--- src/rtl/load_store_unit.sv ---
// Load/store unit: accepts one lw/sw from execute and runs a req/ack handshake to data memory.
// Define LSU_MISALIGN_CHECK_EN to reject accesses whose req_addr[1:0] != 0 instead of ignoring those bits.
module load_store_unit #(
    parameter int ADDR_W  = 8,
    parameter int DATA_W  = 32,
    parameter int TIMEOUT = 15
) (
    input  logic              clk,
    input  logic              rst_n,
    input  logic              req_valid,
    output logic              req_ready,
    input  logic              req_write,
    input  logic [31:0]       req_addr,
    input  logic [DATA_W-1:0] req_wdata,
    input  logic [4:0]        req_rd,
    output logic              stall,
    output logic              rsp_valid,
    output logic [DATA_W-1:0] rsp_data,
    output logic [4:0]        rsp_rd,
    output logic              mem_req,
    output logic              mem_write,
    output logic [ADDR_W-1:0] mem_addr,
    output logic [DATA_W-1:0] mem_wdata,
    input  logic              mem_ack,
    input  logic [DATA_W-1:0] mem_rdata,
    output logic              err
);
    localparam int CNT_W = (TIMEOUT > 1) ? $clog2(TIMEOUT + 1) : 1;

    typedef enum logic [1:0] {IDLE, WAIT, RESP} state_t;

    state_t           state;
    state_t           state_next;
    logic [CNT_W-1:0] wait_cnt;
    logic             accept;
    logic             misalign;
    logic             timeout_hit;
    logic             err_next;
    logic             unused_addr;

`ifdef LSU_MISALIGN_CHECK_EN
    assign misalign = (req_addr[1:0] != 2'b00);
`else
    assign misalign = 1'b0;
`endif

    // Upper byte-address bits wrap away; the low two only matter for the misalignment check.
    assign unused_addr = ^{req_addr[31:ADDR_W+2], req_addr[1:0]};

    // An ack on the same edge as the timeout takes priority, so timeout is only consulted without ack.
    assign timeout_hit = (TIMEOUT != 0) && (wait_cnt == CNT_W'(TIMEOUT - 1));

    assign req_ready = (state == IDLE);
    assign stall     = (state != IDLE);
    assign mem_req   = (state == WAIT);
    assign rsp_valid = (state == RESP);

    always_ff @(posedge clk or negedge rst_n) begin
        if (!rst_n) begin
            state <= IDLE;
        end else begin
            state <= state_next;
        end
    end

    always_comb begin
        state_next = state;
        accept     = 1'b0;
        err_next   = 1'b0;
        case (state)
            IDLE: begin
                if (req_valid) begin
                    accept = 1'b1;
                    if (misalign) begin
                        err_next   = 1'b1;
                        state_next = req_write ? IDLE : RESP;
                    end else begin
                        state_next = WAIT;
                    end
                end
            end
            WAIT: begin
                if (mem_ack) begin
                    state_next = mem_write ? IDLE : RESP;
                end else if (timeout_hit) begin
                    err_next   = 1'b1;
                    state_next = mem_write ? IDLE : RESP;
                end
            end
            RESP: state_next = IDLE;
            default: state_next = IDLE;
        endcase
    end

    // Request fields are captured once at acceptance so mem_* stay stable for the whole WAIT.
    always_ff @(posedge clk or negedge rst_n) begin
        if (!rst_n) begin
            mem_write <= 1'b0;
            mem_addr  <= '0;
            mem_wdata <= '0;
            rsp_data  <= '0;
            rsp_rd    <= '0;
            wait_cnt  <= '0;
            err       <= 1'b0;
        end else begin
            err <= err_next;
            if (accept) begin
                mem_write <= req_write;
                mem_addr  <= req_addr[ADDR_W+1:2];
                mem_wdata <= req_wdata;
                rsp_rd    <= req_rd;
                wait_cnt  <= '0;
                if (misalign) begin
                    rsp_data <= '0;
                end
            end else if (state == WAIT) begin
                if (mem_ack) begin
                    if (!mem_write) begin
                        rsp_data <= mem_rdata;
                    end
                end else if (timeout_hit) begin
                    rsp_data <= '0;
                end else if (TIMEOUT != 0) begin
                    wait_cnt <= wait_cnt + CNT_W'(1);
                end
            end
        end
    end
endmodule

--- config.mk ---
export PLATFORM = sky130hd
export DESIGN_NAME = load_store_unit
export DESIGN_NICKNAME = d
export VERILOG_FILES = /design/src/rtl/load_store_unit.sv
export SDC_FILE = /design/constraint.sdc
export NUM_CORES = 1
export LEC_CHECK = 0
export CORE_MARGIN = 5
export CORE_UTILIZATION = 44
export DETAILED_ROUTE_END_ITERATION = 8
export PLACE_DENSITY = 0.87
export SLEW_MARGIN = 10
export SYNTH_ARGS = -nofsm -noshare
export SYNTH_HDL_FRONTEND = slang
export SYNTH_SLANG_ARGS = --single-unit
export TNS_END_PERCENT = 10
--- constraint.sdc ---
create_clock -name clk -period 4 [get_ports clk]
set_clock_uncertainty 0.05 [all_clocks]
set_input_delay 0.8 -clock clk [delete_from_list [all_inputs] [get_ports clk]]
set_output_delay 0.8 -clock clk [all_outputs]
set_load 0.02 [all_outputs]
* Word level (Yosys, flattened, before mapping)
Index checks and enable logic that the tools add are counted.
** Storage, ports and cells
- Register bits :: 85
- Input port bits :: 106
- Output and inout port bits :: 83
- Logic and storage cells :: 42
** Cells by class
- Add/subtract/negate cells :: 1
- Equality and inequality tests :: 8
- Mux-type cells :: 17
- Bitwise logic cells :: 1
- Reduce and logical (&&, ||, !) cells :: 7
** Operator list (count)
- two-way mux 32 bit :: 3
- two-way mux 4 bit :: 4
- two-way mux 2 bit :: 4
- != test 2 bit (second input constant) :: 3
- nonzero test 2 bit :: 3
- two-way mux 1 bit :: 5
- adder 4 x 1 -> 4 bit (second input constant) :: 1
- == test 4 bit (second input constant) :: 1
- case mux 2 bit (2 select lines) :: 1
- AND reduction 4 bit :: 1
- != test 3 x 1 -> 1 bit (second input constant) :: 1
- AND reduction 3 bit :: 1
- == test 2 x 1 -> 1 bit (second input constant) :: 1
- == test 2 bit (second input constant) :: 1
- logical NOT 2 bit :: 1
- != test 2 x 1 -> 1 bit (second input constant) :: 1
- AND reduction 2 bit :: 1
- NOT 1 bit :: 1

* Logic depth before layout (Yosys ltp)
- Depth in word-level cells :: 5
- Gate-level depth with buffers :: 6
- Depth with buffers taken out :: 5

* Worst setup path before layout
No wires, ideal clock.
- Kind :: input to register
- From :: in req_valid
- To :: reg mem_addr[0]
- Library setup time :: 0.125 ns
- Arrival :: 1.719 ns
- Required time :: 3.825 ns
- Path slack :: 2.106 ns
- Stages :: 4
- Buffers on the path :: 2
- Cells stage by stage :: or3b_1 > buf_2 > buf_6 > mux2_4
** Between the ends
- Longest elaborated chain between the ends :: 2
** Ends and longest elaborated chain
- from (decl) :: line 10 : input logic req_valid,
- two-way mux 1 bit :: line 72 : if (req_valid) begin
- two-way mux 1 bit :: line 70 : case (state)
- to (signal assigned) :: line 109 : mem_addr <= req_addr[ADDR_W+1:2];
- to (decl) :: line 22 : output logic [ADDR_W-1:0] mem_addr,
No other way between the ends.
A chain may end at the register's enable or synchronous reset.

* Final worst setup path
- From :: reg state[1]
- To :: out mem_req
** Between the ends
- Longest elaborated chain between the ends :: 1
** Ends and longest elaborated chain
- from (decl) :: line 32 : state_t state;
- from (signal assigned) :: line 62 : state <= state_next;
- == test 2 x 1 -> 1 bit :: line 55 : assign mem_req = (state == WAIT);
- to (decl) :: line 20 : output logic mem_req,
No other way between the ends.

==> summary.md <==
| Metric | Value |
|---|---|
| Internal power | 2760 uW |
| Vias in the first global route | 3139 |
| DR pass1 iterations | 4 |
| Post-synthesis register bit count | 85 |
| WP data required | 3.15 ns |
| GRT Residual Overflow | 0 |
| Final min period | 2.96 ns |
| Slew of the pin with the lowest slew margin | 1.07 ns |
| Die Ht | 103 um |
| Post-CTS Hold Fix Bufs | 0 |
| Yosys warnings | 0 |
| Sw Share | 38.8% |
| IO Pins | 189 |
| Synth Net Count | 420 |
| Arrival time worst endpoint | 2.11 ns |
| DP Cell Count | 564 |
| Worst ir drop on vdd | 0.369 mV |
| Setup TNS | 0 ns |
| DRC | 0 |
| Antenna Cells | 0 |
| H-tree level count | 3 |
| Post-synth top flop | dfrtp_1 |
| Register area share after synthesis | 55.8% |
| Area growth from synthesis to layout | 48.5% |
| Part of the power in combinational logic | 52.9% |
| First-pass GRT wire length | 15.2 mm |
| Post-CTS sizing | 0 |
| Leakage power | 0.00247 uW |
| WS Path Type | reg2out |
| Clock Pin Slew Worst Setup and Hold Paths | 0.08 ns |
| Non-Filler Instances | 580 |
| CTS root buf | clkbuf_8 |
| CTS Sinks | 85 |
| Post-synth ARST share | 100% |
| Synth area leader | dfrtp_1 |
| Outcome | finished clean |
| Core area | 0.00859 mm2 |
| Synth Cell Area | 0.00381 mm2 |
| Worst-Skew Late Latency | 0.34 ns |
| Port buffer count | 164 |
| Vias per cell | 5.26 |
| Pwr/cell area | 795 mW/mm2 |
| Nets | 575 |
| Post-route ant nets | 0 |
| Share of cells above drive strength 1 | 14.8% |
| WL/cell | 17.4 um |
| Clock power share | 12.3% |
| RSZ-0062 raised after global routing | no |
| Worst setup margin | 1.04 ns |
| Place WS | 1.25 ns |
| First-iteration detailed-routing DRC count | 136 |
| Syn avg cell area | 12.2 um2 |
| Max cap viols | 0 |
| Crit Path Max Fanout | 35 |
| Final setup vio count | 0 |
| Initial core utilization | 44.4% |
| Relative slew margins | 29.0% |
| Detailed-route via count | 3049 |
| Post-synth top area share | 55.8% |
| Kind of launch point of the worst setup path | register |
| Antenna violations before repair | 0 |
| Die X | 103 um |
| Fillers | 645 |
| Number of synthesized flops with an enable pin | 0 |
| Post-DP HPWL | 7.05 mm |
| Total Power | 4500 uW |
| Num CTS Buffers | 9 |
| Final Instance Area | 0.00566 mm2 |
| Slew Viols, Final | 0 |
| Largest net degree at the start of global routing | 86 |
| Yosys cell types | 25 |
| Synth area leaders | dfrtp_1 (56%), mux2_4 (18%), nand3_1 (6.4%) |
| Type of the most critical hold path | reg2reg |
| CTS max path bufs | 2 |
| DP Area | 0.00549 mm2 |
| GR Util All Layers | 18.1% |
| Setup bufs post-CTS | 0 |
| # rows | 34 |
| Fin crit share | 73.9% |
| Final GP Congestion | 0.773 |
| CTS tree | built |
| Part of the power in registers | 34.8% |
| Achievable Freq | 0.338 GHz |
| Psw | 1740 uW |
| Final hold vios | 0 |
| CP endpoint kind | output pin |
| DIE AREA | 0.0106 mm2 |
| Total length of routed wires | 10.1 mm |
| Synth Instances | 312 |
==> layer usage <==
layer	part of all wire [%]	up-vias	global-route usage (%)
li1	-	1409	-
met1	42	1507	24.1
met2	49	113	29.3
met3	6.8	20	3.72
met4	2.1	0	6.67
met5	0	-	0
==> through the flow <==
step           utilization (%)  hold slack, ns
6_report                  65.9           0.454
5_1_grt                   65.9           0.473
4_1_cts                   65.9           0.460
3_5_place_dp              63.8           0.441
3_3_place_gp              63.8           0.426
2_1_floorplan                -           0.429
==> Yosys cell counts (all sizes together), types with 2 or more instances <==
library cell,count
nor3,3
nor3b,2
mux2i,3
clkbuf,10
dfrtp,85
o21ai,32
mux2,46
and2,2
nand2,37
buf,13
inv,2
ha,2
nand3,49
nand4b,17
==> registers in the layout (all words and copies together), names as in the netlist <==
register and cells:
wait_cnt 4, err 1, mem_addr 8, mem_wdata 32, rsp_rd 5, rsp_data 32, state 2, mem_write 1
==> logic make-up (layout without fill, tap and decap cells) <==
| kind of cell | Yosys count | count (layout) | share of synthesized area, % |
|---|---|---|---|
| simple gates | 116 | 116 | 16.3 |
| flops | 85 | 85 | 55.8 |
| mux | 49 | 49 | 18.9 |
| compound gates | 34 | 34 | 4.50 |
| buf+inv | 26 | 186 | 3.87 |
| fa+ha+maj | 2 | 2 | 0.656 |
==> worst max-delay path: stages (launching register included) <==
cell             delay [ns]
dfrtp_1                0.45
nand2b_2               0.54
clkinv_1               0.18
clkdlybuf4s50_1        0.58
==> final cells by class <==
cell class	count	area, um2	share of cell area [%]
clock buffer	9	124	2.19
clock inverter	7	50.0	0.884
inverter	3	11.3	0.199
multi-input combinational	201	1550	27.4
sequential	85	2130	37.6
tap	108	135	2.39
timing repair buffer	167	1660	29.4
==> layout by cell type, fill, tap and decap left out <==
cell             count
ha_1                 2
nand2b_2             1
nor3b_2              1
nor3b_1              1
clkinvlp_4           3
inv_1                2
buf_4                4
inv_6                2
clkdlybuf4s50_1    163
clkinv_2             2
o21ai_0             32
nand3_1             49
dfrtp_1             85
clkbuf_8             9
or3b_4               1
a21oi_1              1
nor2b_1              1
nand2_1             37
nand4b_1            17
nor2_1               1
and3_1               1
clkinv_1             1
a31oi_2              1
mux2_4              46
nor3_1               3
and2_1               2
and4b_1              1
mux2i_1              3
==> path summary, 6_finish.rpt <==
check | startpoint | endpoint | slack, ns | cells past startpoint
min in group asynchronous | rst_n | rsp_data[14]$_DFFE_PN0P_ | 0.59 | 1
setup reg to reg | mem_write$_DFFE_PN0P_ | rsp_data[0]$_DFFE_PN0P_ | 1.94 | 3
max in group asynchronous | rst_n | mem_wdata[21]$_DFFE_PN0P_ | 2.63 | 1
setup / recovery | state[1]$_DFFE_PN0P_ | mem_req | 1.04 | 3
hold reg to reg | rsp_data[10]$_DFFE_PN0P_ | rsp_data[10]$_DFFE_PN0P_ | 0.45 | 2
hold / removal | rsp_data[10]$_DFFE_PN0P_ | rsp_data[10]$_DFFE_PN0P_ | 0.45 | 2
==> power groups by stage <==
stage          registers [uW]  logic (uW)  clock network [uW]
2_1_floorplan            1990         876                   0
3_3_place_gp             1540        2350                   0
3_5_place_dp             1570        2400                   0
4_1_cts                  1570        2410                 569
5_1_grt                  1620        2520                 599
6_report                 1570        2380                 553
No activity file was read; power rests on OpenSTA's default activity.
